### config.mk
export PLATFORM = sky130hd
export DESIGN_NAME = conv_weight_sched
export DESIGN_NICKNAME = d
export VERILOG_FILES = /design/src/rtl/conv_weight_sched_pkg.sv /design/src/rtl/conv_sched_delay_line.sv /design/src/rtl/conv_weight_sched.sv
export SDC_FILE = /design/constraint.sdc
export NUM_CORES = 1
export LEC_CHECK = 0
export ABC_CLOCK_PERIOD_IN_PS = 3500
export BUFFER_PORTS_ARGS = -buffer_cell sky130_fd_sc_hd__buf_4
export CAP_MARGIN = 10
export CORE_UTILIZATION = 63
export CTS_BUF_LIST = sky130_fd_sc_hd__clkbuf_4 sky130_fd_sc_hd__clkbuf_8
export DETAILED_ROUTE_END_ITERATION = 8
export PLACE_DENSITY = 0.85
export SKIP_LAST_GASP = 1
export SYNTH_ARGS = -nofsm -noshare
export SYNTH_HDL_FRONTEND = slang
export SYNTH_SLANG_ARGS = --single-unit
### constraint.sdc
create_clock -name clk -period 3.5 [get_ports clk]
set_input_delay 0.175 -clock clk [delete_from_list [all_inputs] [get_ports clk]]
set_output_delay 0.175 -clock clk [all_outputs]
set_load 0.03 [all_outputs]
### src/rtl/conv_weight_sched_pkg.sv
// -----------------------------------------------------------------------------
// conv_weight_sched_pkg
//
// Shared definitions for the convolution pass sequencer:
//   - state_t   : sequencer state encoding (IDLE=0, PREP=1, RUN=2, DRAIN=3,
//                 DONE=4)
//   - DEF_*     : default layer geometry and counter widths
//   - pixels_per_group() : output pixels produced per output feature map
// -----------------------------------------------------------------------------
package conv_weight_sched_pkg;

   typedef enum logic [2:0] {
      ST_IDLE  = 3'd0,
      ST_PREP  = 3'd1,
      ST_RUN   = 3'd2,
      ST_DRAIN = 3'd3,
      ST_DONE  = 3'd4
   } state_t;

   // Default layer geometry.
   localparam int DEF_NUM_ONE_PIXEL_CYCLE   = 9;  // MAC cycles per output pixel
   localparam int DEF_OUT_FEATURE_WIDTH     = 4;  // output feature map side
   localparam int DEF_NUM_ONEMULT           = 2;  // feature maps per multiplier
   localparam int DEF_PIPE_LATENCY          = 3;  // last MAC to result valid

   // Default counter widths.
   localparam int DEF_CYC_BITWIDTH          = 4;
   localparam int DEF_OUTPIXEL_BITWIDTH     = 4;
   localparam int DEF_NUM_MULTCOMP_BITWIDTH = 1;

   // Pixels in one output feature map, evaluated at full integer width so the
   // counter compares never truncate.
   function automatic int pixels_per_group(input int side);
      return side * side;
   endfunction

endpackage

### src/rtl/conv_sched_delay_line.sv
// -----------------------------------------------------------------------------
// conv_sched_delay_line
//
// Fixed-latency shift register carrying pixel-end tokens {valid, pix, grp}
// from the last MAC enable of a pixel to the cycle its accumulator result is
// valid. A token written in cycle t is presented on the outputs in cycle
// t+DEPTH. The line shifts every cycle; nothing stalls it.
//
// Ports:
//   clk, reset   clock, asynchronous active-high reset
//   i_flush      synchronous clear of every stage (wins over i_valid)
//   i_valid      token entering this cycle
//   i_pix/i_grp  token payload
//   o_valid      token leaving this cycle
//   o_pix/o_grp  payload of the leaving token, 0 when o_valid is 0
//   o_empty      no token is held behind the output stage, i.e. the line is
//                clear once the current output has been emitted
// -----------------------------------------------------------------------------
module conv_sched_delay_line #(
   parameter int DEPTH = 3,
   parameter int PIX_W = 4,
   parameter int GRP_W = 1
) (
   input  logic             clk,
   input  logic             reset,
   input  logic             i_flush,
   input  logic             i_valid,
   input  logic [PIX_W-1:0] i_pix,
   input  logic [GRP_W-1:0] i_grp,
   output logic             o_valid,
   output logic [PIX_W-1:0] o_pix,
   output logic [GRP_W-1:0] o_grp,
   output logic             o_empty
);

   typedef struct packed {
      logic             valid;
      logic [PIX_W-1:0] pix;
      logic [GRP_W-1:0] grp;
   } tok_t;

   tok_t r_stage [DEPTH];
   tok_t w_tok_in;
   logic w_empty;

   // Payload is zeroed for empty slots so the outputs read 0 between tokens.
   assign w_tok_in = i_valid ? '{valid: 1'b1, pix: i_pix, grp: i_grp} : '0;

   // NOTE: every stage is reset and flushed, not just the valid bits; a stale
   // payload would otherwise leak onto o_pix/o_grp.
   always_ff @(posedge clk or posedge reset) begin
      if (reset) begin
         for (int i = 0; i < DEPTH; i++) begin
            r_stage[i] <= '0;
         end
      end else if (i_flush) begin
         for (int i = 0; i < DEPTH; i++) begin
            r_stage[i] <= '0;
         end
      end else begin
         // NOTE: non-blocking assignments let every stage sample its
         // predecessor's old value, giving a true shift in one edge.
         r_stage[0] <= w_tok_in;
         for (int i = 1; i < DEPTH; i++) begin
            r_stage[i] <= r_stage[i-1];
         end
      end
   end

   // Only the stages behind the output matter: the output stage itself is
   // being emitted this cycle.
   always_comb begin
      // NOTE: default assignment first so no path leaves w_empty unassigned
      // (which would infer a latch).
      w_empty = 1'b1;
      for (int i = 0; i < DEPTH - 1; i++) begin
         if (r_stage[i].valid) begin
            w_empty = 1'b0;
         end
      end
   end

   assign o_valid = r_stage[DEPTH-1].valid;
   assign o_pix   = r_stage[DEPTH-1].pix;
   assign o_grp   = r_stage[DEPTH-1].grp;
   assign o_empty = w_empty;

endmodule

### src/rtl/conv_weight_sched.sv
// -----------------------------------------------------------------------------
// conv_weight_sched
//
// Per-layer sequencer for one convolution pass. On start it clears the weight
// address generator, then enables it (and the MAC array) on every cycle input
// operands are available, framing accumulator clear per output pixel and
// emitting acc_valid with the pixel/group tag PIPE_LATENCY cycles after each
// pixel's last MAC. After the last pixel of the last group it drains the MAC
// pipeline and pulses done.
//
// Ports:
//   clk, reset    clock, asynchronous active-high reset
//   start         one-cycle pulse, begins a pass (only honoured in IDLE)
//   abort         synchronous abort back to IDLE, drops in-flight results
//   in_ready      input feature operands available this cycle
//   wgen_clear    one-cycle clear to the weight address generator
//   wgen_enable   advance weight address generator / MAC this cycle
//   acc_clear     accumulator clear on the first MAC cycle of each pixel
//   acc_valid     accumulator result valid, one cycle per output pixel
//   pix_idx       pixel index of the valid result (0 otherwise)
//   grp_idx       group index of the valid result (0 otherwise)
//   busy          high in every state except IDLE
//   done          one-cycle pulse at the end of a pass
//
// Build option CONV_SCHED_PERF_CNT_EN adds:
//   run_cnt       RUN cycles of the current/last pass (saturating)
//   stall_cnt     RUN cycles with in_ready low (saturating)
// -----------------------------------------------------------------------------
module conv_weight_sched
   import conv_weight_sched_pkg::*;
#(
   parameter int NUM_ONE_PIXEL_CYCLE   = DEF_NUM_ONE_PIXEL_CYCLE,
   parameter int OUT_FEATURE_WIDTH     = DEF_OUT_FEATURE_WIDTH,
   parameter int NUM_ONEMULT           = DEF_NUM_ONEMULT,
   parameter int PIPE_LATENCY          = DEF_PIPE_LATENCY,
   parameter int CYC_BITWIDTH          = DEF_CYC_BITWIDTH,
   parameter int OUTPIXEL_BITWIDTH     = DEF_OUTPIXEL_BITWIDTH,
   parameter int NUM_MULTCOMP_BITWIDTH = DEF_NUM_MULTCOMP_BITWIDTH
) (
   input  logic                             clk,
   input  logic                             reset,
   input  logic                             start,
   input  logic                             abort,
   input  logic                             in_ready,
   output logic                             wgen_clear,
   output logic                             wgen_enable,
   output logic                             acc_clear,
   output logic                             acc_valid,
   output logic [OUTPIXEL_BITWIDTH-1:0]     pix_idx,
   output logic [NUM_MULTCOMP_BITWIDTH-1:0] grp_idx,
   output logic                             busy,
   output logic                             done
`ifdef CONV_SCHED_PERF_CNT_EN
   ,
   output logic [15:0]                      stall_cnt,
   output logic [15:0]                      run_cnt
`endif
);

   localparam int PIX_PER_GRP = pixels_per_group(OUT_FEATURE_WIDTH);

   state_t r_state;
   state_t w_next_state;

   logic [CYC_BITWIDTH-1:0]          r_cyc;
   logic [OUTPIXEL_BITWIDTH-1:0]     r_pix;
   logic [NUM_MULTCOMP_BITWIDTH-1:0] r_grp;

   logic w_enable;
   logic w_cyc_last;
   logic w_pix_last;
   logic w_grp_last;
   logic w_pixel_end;
   logic w_pass_end;
   logic w_line_empty;

   // --------------------------------------------------------------------------
   // Progress decode
   // --------------------------------------------------------------------------
   assign w_enable    = (r_state == ST_RUN) && in_ready;
   assign w_cyc_last  = (int'(r_cyc) == NUM_ONE_PIXEL_CYCLE - 1);
   assign w_pix_last  = (int'(r_pix) == PIX_PER_GRP - 1);
   assign w_grp_last  = (int'(r_grp) == NUM_ONEMULT - 1);
   assign w_pixel_end = w_enable && w_cyc_last;
   assign w_pass_end  = w_pixel_end && w_pix_last && w_grp_last;

   // --------------------------------------------------------------------------
   // FSM: state register
   // --------------------------------------------------------------------------
   always_ff @(posedge clk or posedge reset) begin
      if (reset) begin
         r_state <= ST_IDLE;
      end else begin
         r_state <= w_next_state;
      end
   end

   // --------------------------------------------------------------------------
   // FSM: next state
   // --------------------------------------------------------------------------
   always_comb begin
      w_next_state = r_state;
      case (r_state)
         ST_IDLE:  if (start)        w_next_state = ST_PREP;
         ST_PREP:                    w_next_state = ST_RUN;
         ST_RUN:   if (w_pass_end)   w_next_state = ST_DRAIN;
         ST_DRAIN: if (w_line_empty) w_next_state = ST_DONE;
         ST_DONE:                    w_next_state = ST_IDLE;
         default:                    w_next_state = ST_IDLE;
      endcase
      // Abort overrides everything, including a start seen in the same cycle.
      if (abort) begin
         w_next_state = ST_IDLE;
      end
   end

   // --------------------------------------------------------------------------
   // FSM: outputs
   // --------------------------------------------------------------------------
   always_comb begin
      wgen_clear  = 1'b0;
      wgen_enable = 1'b0;
      acc_clear   = 1'b0;
      busy        = 1'b0;
      done        = 1'b0;
      case (r_state)
         ST_PREP: begin
            wgen_clear = 1'b1;
            busy       = 1'b1;
         end
         ST_RUN: begin
            wgen_enable = in_ready;
            acc_clear   = in_ready && (r_cyc == '0);
            busy        = 1'b1;
         end
         ST_DRAIN: begin
            busy = 1'b1;
         end
         ST_DONE: begin
            busy = 1'b1;
            done = 1'b1;
         end
         default: begin
         end
      endcase
   end

   // --------------------------------------------------------------------------
   // Cycle / pixel / group counters. They only move on enabled RUN cycles, so
   // a start seen outside IDLE cannot disturb them. The final pixel returns
   // every counter to 0 instead of letting the group counter overflow.
   // --------------------------------------------------------------------------
   always_ff @(posedge clk or posedge reset) begin
      if (reset) begin
         r_cyc <= '0;
         r_pix <= '0;
         r_grp <= '0;
      end else if (abort || (r_state == ST_PREP)) begin
         r_cyc <= '0;
         r_pix <= '0;
         r_grp <= '0;
      end else if (w_enable) begin
         if (w_cyc_last) begin
            r_cyc <= '0;
            if (w_pix_last) begin
               r_pix <= '0;
               r_grp <= w_grp_last ? '0 : r_grp + 1'b1;
            end else begin
               r_pix <= r_pix + 1'b1;
            end
         end else begin
            r_cyc <= r_cyc + 1'b1;
         end
      end
   end

   // --------------------------------------------------------------------------
   // Pixel-end tokens ride the MAC pipeline latency and surface as acc_valid.
   // --------------------------------------------------------------------------
   conv_sched_delay_line #(
      .DEPTH (PIPE_LATENCY),
      .PIX_W (OUTPIXEL_BITWIDTH),
      .GRP_W (NUM_MULTCOMP_BITWIDTH)
   ) u_delay_line (
      .clk     (clk),
      .reset   (reset),
      .i_flush (abort),
      .i_valid (w_pixel_end),
      .i_pix   (r_pix),
      .i_grp   (r_grp),
      .o_valid (acc_valid),
      .o_pix   (pix_idx),
      .o_grp   (grp_idx),
      .o_empty (w_line_empty)
   );

`ifdef CONV_SCHED_PERF_CNT_EN
   // --------------------------------------------------------------------------
   // Performance counters: cleared when a pass starts, saturating, and left
   // untouched outside RUN so the totals stay readable after done.
   // --------------------------------------------------------------------------
   logic [15:0] r_run_cnt;
   logic [15:0] r_stall_cnt;

   always_ff @(posedge clk or posedge reset) begin
      if (reset) begin
         r_run_cnt   <= '0;
         r_stall_cnt <= '0;
      end else if (r_state == ST_PREP) begin
         r_run_cnt   <= '0;
         r_stall_cnt <= '0;
      end else if (r_state == ST_RUN) begin
         if (r_run_cnt != 16'hFFFF) begin
            r_run_cnt <= r_run_cnt + 16'd1;
         end
         if (!in_ready && (r_stall_cnt != 16'hFFFF)) begin
            r_stall_cnt <= r_stall_cnt + 16'd1;
         end
      end
   end

   assign run_cnt   = r_run_cnt;
   assign stall_cnt = r_stall_cnt;
`endif

endmodule

Word-level counts from Yosys, hierarchy flattened
Cells that the tools add are included.

word-level totals
  output and inout bits = 11
  register bits after elaboration = 30
  bits of input ports = 5

operators by class
  add/sub/neg operators = 3
  reductions and logical operators = 15
  muxes and demuxes = 26
  eq/ne operators = 9

operator list
  kind                                           number
  2-to-1 mux 4 bit                               7
  2-to-1 mux 18 bit                              1
  2-to-1 mux 1 bit                               12
  2-to-1 mux 3 bit                               4
  case mux 3 bit (4 select lines)                1
  adder 4 x 1 -> 4 bit, second input constant    2
  == test 3 x 2 -> 1 bit, second input constant  2
  2-to-1 mux 6 bit                               1
  != test 3 bit, second input constant           2
  AND reduction 3 bit                            2
  nonzero test 2 bit                             3
  logical AND 1 bit                              5
  == test 4 x 1 -> 1 bit, second input constant  1
  == test 4 bit, second input constant           1
  logical NOT 4 bit                              1
  OR reduction 4 bit                             1
  == test 3 x 1 -> 1 bit, second input constant  1
  == test 3 bit, second input constant           1
  logical NOT 3 bit                              1
  != test 3 x 2 -> 1 bit, second input constant  1
  AND reduction 2 bit                            1
  adder 1 bit, second input constant             1
  logical OR 1 bit                               1

Longest topological paths before layout
Gate-level depths: netlist of the first run.

  depth after elaboration = 8
  depth in mapped cells = 5

By module
Synthesis of the first run repeated with hierarchy kept, for this count alone.

unflattened totals
  cell total of the unflattened synthesis = 120
  area, all modules = 1346.3 µm²

by module, submodules not included
  module                 instances  cells each  sequential area each (µm²)  area each (µm²)
  conv_weight_sched      1          77          300.3                       708.2
  conv_sched_delay_line  1          43          450.4                       638.1

Worst setup path after synthesis of the first run
No wires, ideal clock.

  kind = reg2out
  start = register r_state[2]
  end = output acc_clear
  stages on the path, launching flop included = 4
  arrival time = 1.820 ns
  path slack = 1.505 ns
  required time = 3.325 ns
  buffers on the path = 1
  cell sequence = dfrtp_1 -> buf_6 -> nand4bb_1 -> nor4b_1

between the ends
  longest elaborated chain between the ends = 2

RTL lines
  what                      RTL line                  source
  start: declaration        conv_weight_sched.sv:62   state_t r_state;
  start signal: assignment  conv_weight_sched.sv:94   r_state <= w_next_state;
  == test 3 x 2 -> 1 bit    conv_weight_sched.sv:126  case (r_state)
  2-to-1 mux 1 bit          conv_weight_sched.sv:126
  end: declaration          conv_weight_sched.sv:47   output logic acc_clear,

Every way passes these cells.

Worst setup path in the final report of the first run
  start = register r_state[0]
  end = output acc_clear

The elaborated chain is that of the path after synthesis.

==> reports/qor.txt, run 1 <==
Post-synth top area share - 56.9%
Unrepaired setup endpoints after global routing - no
Slew Viols, Final - 0
Hold Path End - u_delay_line.o_pix[1]
IO Port Bufs - 15
Post-Syn Nets - 127
Status - finished, final reports clean
TritonCTS clock tree - yes
Initial antenna violation count - 0
Simple-gate share of the synthesized area - 24.0%
Hold path cells - 2
Register area share after synthesis - 56.9%
Worst vdd ir - 393 uV
CTS max path bufs - 2
Chip Height - 47.8 um
# DRC - 0
Worst R2R Path Depth - 5
Number of flops mapped to enable cells by yosys - 0
Root Buffer - clkbuf_4
Initial Utilization - 67.2%
CP Max Fanout - 7
GRT Util Overall - 21.8%
R2r endpoint - r_grp
Layout cell share with drive strength beyond 1 - 19.9%
First-pass GRT wire length - 3210 um
Syn Inst Count - 119
TritonCTS Buffers - 5
Routability cong. - 0.811
WP data required - 3320 ps
Compound-gate portion of the synthesized area - 9.01%
Largest family of logic cells by synthesized area - simple AND/OR/NAND/NOR gates
Hold WS - 123 ps
Post-synthesis mux area share - 0%
Post-synthesis adder-cell area fraction - 2.85%
Startpoint types - flip-flop
Fmax - 0.538 GHz
Slew HR - 64.8%
Post-synth cell types - 34
Nets - 143
Largest net degree at the start of global routing - 31
GRT overflow - 0
Post-layout util - 77.5%
Syn Area/Cell - 11.1 um^2
Clk slew on worst S/H paths - 100 ps
Die ar. - 0.00228 mm^2
Number of global-route vias before repair - 750
Syn Std Cell Area - 0.00132 mm^2
Die span in x - 47.8 um
Largest area contributor in the netlist - dfrtp_1
Hold Crit Class - primary input to flip-flop
Register-to-Register Setup Slack - 1700 ps
Final period util - 53.1%
Latest clock arrival within the worst-skew pair - 330 ps
Synth async-reset ratio - 100%
Leakage - 0.737 nW
Post-Synth XOR/XNOR Area - 0.664%
Main flop type after synthesis - dfrtp_1
WL/cell - 14.1 um
Worst-Margin Slew - 527 ps
Post-DP HPWL - 1480 um
Crit Path Class - flip-flop to output pin
Max-Cap Viols - 0
Final Skew - 4.93 ps
Final setup fails - 0
Row cnt - 16
Area Growth Syn to Fin - 15.3%
Power density over the cells - 452 mW/mm^2
H-tree depth - 2
Antenna Cells - 0
Yosys warnings - 0
Starting DRT DRC Count - 23
Filler cell count - 136
FF-to-FF Start - r_cyc[0]
Synthesized flop and latch total - 30
ANT nets after route - 0
Area contributors post-synth - dfrtp_1 (57%), nor2b_1 (5.7%), a21oi_1 (3.0%)
1st-pass router iterations - 4
Vias - 914
HP Start - abort
Clock Sinks - 30
Hold Fails Final Rpt - 0
Critical Path AT - 1680 ps
Post-CTS setup buffer count - 0
Total wire length - 2310 um
Via density - 5.61
Setup TNS - 0 ps
Total core area - 0.00196 mm^2
Crit path time final - 1860 ps
IO Pins - 16
Crit path capture type - output pin
## cell families (layout without fill, tap and decap cells)
logic type	count (synthesis)	after routing
fa+ha+maj	3	3
simple gates	50	50
compound gates	20	20
xor+xnor	1	1
flops	30	30
buf+inv	15	32
## worst max-delay path, stage by stage, from the launching register on
cell and delay (ps):
dfrtp_1 460, nand4bb_1 360, nor4b_1 320, buf_4 210
## layout make-up
class                   instances  area, um^2  share of cell area (%)
repair buffers                 17         150                    9.88
clock buffers                   5        37.5                    2.47
well taps                      27        33.8                    2.22
clock inverters                 3        40.0                    2.63
inverters                       7        26.3                    1.73
flip-flops and latches         30         751                    49.4
multi-input cells              74         482                    31.7
## per-stage QoR
stage | power [mW] | std cells | instance area (um^2) | worst slack, ps
2_1_floorplan | 0.403 | 119 | 1320 | 1510
3_3_place_gp | 0.418 | 153 | 1410 | 1860
3_5_place_dp | 0.420 | 153 | 1410 | 1740
4_1_cts | 0.688 | 161 | 1480 | 1630
5_1_grt | 0.722 | 163 | 1520 | 1470
6_report | 0.688 | 163 | 1520 | 1640
## cells in the mapped netlist (2+ instances only)
library cell and n:
a21oi_1 8, a31oi_1 2, and2_1 6, and3_1 2, buf_4 4, buf_6 2, clkbuf_1 2, dfrtp_1 30
ha_1 3, inv_1 7, nand2_1 4, nand3_1 4, nor2_1 3, nor2b_1 12, nor3_1 3, o21ai_0 5
o31ai_1 2, or4_1 4
## how the worst max path moves through the flow
stage                               endpoint       start
finish                             acc_clear  r_state[0]
global placement    u_delay_line.r_stage[15]    r_cyc[0]
detailed placement                     r_grp    r_cyc[0]
global route                       acc_clear  r_state[2]
CTS                                acc_clear  r_state[2]
floorplan                          acc_clear  r_state[2]
## routing by layer
layer	up-vias	track usage, %	part of all wire, %	wire length (um)
met5	-	0	0	0
met4	0	12.2	1.5	34
met3	5	6.79	4.8	110
met2	28	31.1	51	1190
met1	442	29.3	42	976
li1	439	-	-	-
## cells in the final DEF, fill, tap and decap left out, drive strengths merged, types with 2 or more instances in the layout
cell type  Yosys  routed
dfrtp         30      30
buf            6      16
nor2b         12      12
a21oi          8       8
inv            7       7
and2           6       6
o21ai          5       5
clkbuf         2       5
nand2          4       4
nand3          4       4
or4            4       4
nor3           3       3
nor2           3       3
ha             3       3
o31ai          2       2
and3           2       2
a31oi          2       2
clkinv         0       2
or3b           2       2
## registers in the layout, summed over array words and instances (netlist names)
| register | cells |
|---|---|
| r_pix | 4 |
| r_grp | 1 |
| u_delay_line.o_valid | 1 |
| u_delay_line.r_stage | 12 |
| u_delay_line.o_pix | 4 |
| r_cyc | 4 |
| r_state | 3 |
| u_delay_line.o_grp | 1 |
## timing repair
| item | CTS | global route |
|---|---|---|
| resized for setup | 0 | 0 |
| endpoints found under the hold margin | 0 | 4 |
| hold buffers | 0 | 1 |
## power by group
group	internal [mW]	leakage [nW]	switching, mW
Clock	0.148	0.0450	0.121
Combinational	0.0240	0.275	0.0389
Sequential	0.350	0.418	0.00623
(Power assumes the default switching activity.)
==> run 2, diff against run 1 <==
--- a/config.mk
+++ b/config.mk
@@ -5,13 +5,13 @@
 export SDC_FILE = /design/constraint.sdc
 export NUM_CORES = 1
 export LEC_CHECK = 0
-export ABC_CLOCK_PERIOD_IN_PS = 3500
+export ABC_CLOCK_PERIOD_IN_PS = 1550
 export BUFFER_PORTS_ARGS = -buffer_cell sky130_fd_sc_hd__buf_4
 export CAP_MARGIN = 10
-export CORE_UTILIZATION = 63
+export CORE_UTILIZATION = 53
 export CTS_BUF_LIST = sky130_fd_sc_hd__clkbuf_4 sky130_fd_sc_hd__clkbuf_8
 export DETAILED_ROUTE_END_ITERATION = 8
-export PLACE_DENSITY = 0.85
+export PLACE_DENSITY = 0.77
 export SKIP_LAST_GASP = 1
 export SYNTH_ARGS = -nofsm -noshare
 export SYNTH_HDL_FRONTEND = slang
==> constraint.sdc (replaced) <==
create_clock -name clk -period 1.55 [get_ports clk]
set_input_delay 0.0775 -clock clk [delete_from_list [all_inputs] [get_ports clk]]
set_output_delay 0.0775 -clock clk [all_outputs]
set_load 0.03 [all_outputs]
==> reports/qor.txt, run 2 (synthesis results as in run 1) <==
Status - finished, violations left
Failing checks - setup timing
Top reg by flops - u_delay_line.r_stage
Crit path capture type - flip-flop
Layout cell share with drive strength beyond 1 - 42.9%
Most common cell after layout, fill and taps aside - buf_4
Overall power - 1.51 mW
Leakage - 0.863 nW
Pre-CTS setup slack - -62.4 ps
Cells after DPL - 173
Die ar. - 0.00269 mm^2
CTS max path bufs - 2
Max-Cap Viols - 0
IO Pins - 16
Nets - 168
Final period util - 106%
Largest register FFs - 12
Post-Layout Inst Area - 0.00178 mm^2
GRT overflow - 0
Antenna Cells - 0
WP data required - 1810 ps
Worst vdd ir - 829 uV
ANT nets after route - 0
Clock Sinks - 30
Final setup fails - 9
Via density - 5.54
Fmax - 0.609 GHz
Area Growth Syn to Fin - 34.8%
Hold Crit Class - primary input to flip-flop
Root Buffer - clkbuf_4
Initial Utilization - 57.9%
Crit path time final - 1640 ps
Latest clock arrival within the worst-skew pair - 330 ps
Starting DRT DRC Count - 29
Post-DP HPWL - 1630 um
Final Skew - 5.04 ps
Initial antenna violation count - 0
Post-layout util - 78.1%
Cell Area, Placed - 0.00156 mm^2
# DRC - 0
Chip Height - 51.9 um
Clk slew on worst S/H paths - 100 ps
Power density over the cells - 850 mW/mm^2
Row cnt - 17
CP Max Fanout - 5
Most frequent cells in the layout - buf_4 (36), dfrtp_1 (29), nor2b_1 (12)
Hold Fails Final Rpt - 0
Crit Path Class - flip-flop to flip-flop
TritonCTS clock tree - yes
Total wire length - 2930 um
GRT Util Overall - 23.6%
IO Port Bufs - 15
WL/cell - 15.5 um
Critical Path AT - 1900 ps
Filler cell count - 144
First-pass GRT wire length - 4400 um
Total core area - 0.00228 mm^2
Routability cong. - 0.858
Finished Layout Cells - 189
H-tree depth - 2
1st-pass router iterations - 4
Unrepaired setup endpoints after global routing - yes
TritonCTS Buffers - 5
Worst-Margin Slew - 376 ps
Slew Viols, Final - 0
Final worst setup slack - -90.9 ps
Vias - 1,047
Largest net degree at the start of global routing - 31
Number of global-route vias before repair - 1,010
Slew HR - 74.9%
Die span in x - 51.9 um
Startpoint types - flip-flop
-- run 2: cell types whose count changed in the layout (fill, tap and decap cells not counted), sizes merged --
cell / change
clkinvlp: +1
bufinv: -1
clkinv: -1
buf: +25
clkbuf: +1
-- run 2: metal layers --
layer  vias up  routed length, um  share of wire (%)  GRT usage [%]
met5         -                  0                  0              0
met4         0                 35                1.2           13.5
met3         4                145                5.0           7.31
met2        30               1530                 52           37.2
met1       521               1210                 41           28.5
li1        492                  -                  -              -
-- run 2: area by class of cell --
type                            instances  area (um^2)  share of cell area [%]
Tap cell                               28         35.0                    1.97
Timing Repair Buffer                   42          337                    18.9
Clock buffer                            6         51.3                    2.89
Multi-Input combinational cell         74          564                    31.7
Clock inverter                          2         12.5                   0.704
Inverter                                7         26.3                    1.48
Sequential cell                        30          752                    42.3
-- run 2: worst paths after layout --
| kind | startpoint | to | cells after the start | slack [ps] |
|---|---|---|---|---|
| min in group asynchronous | reset | r_grp | 4 | 370 |
| hold reg to reg | u_delay_line.r_stage[14] | u_delay_line.r_stage[8] | 1 | 470 |
| hold / removal | abort | u_delay_line.r_stage[8] | 2 | 30 |
| setup reg to reg | r_cyc[1] | r_pix[2] | 6 | -90 |
| max in group asynchronous | reset | r_state[2] | 4 | 890 |
| setup / recovery | r_cyc[1] | r_pix[2] | 6 | -90 |
-- run 2: power by group --
part           switching, mW  internal (mW)
combinational          0.117          0.102
sequential           0.00887          0.790
clock                  0.276          0.218
total                  0.402           1.11
-- run 2: what timing repair did --
item / in CTS / in global routing
endpoints found under the hold margin: 30 / 0
gates resized for setup: 6 / 17
pin swaps: 5 / 5
hold buffers: 1 / 0
setup buffers: 7 / 1
cloned: 0 / 0
setup endpoints to repair: 4 / 17
-- run 2: worst max-delay path, stage by stage, from the launching register on --
cell	delay (ps)
dfrtp_1	400
inv_2	80
ha_4	140
nand4b_1	200
buf_4	220
or4_4	410
a21oi_2	130
-- run 2: through the flow --
step / hold slack [ps] / setup TNS, ps
floorplan: 143 / -118
global placement: 170 / 0
detailed placement: 178 / -118
CTS: 16.5 / -529
global route: 29.2 / -1440
finish: 33.0 / -314
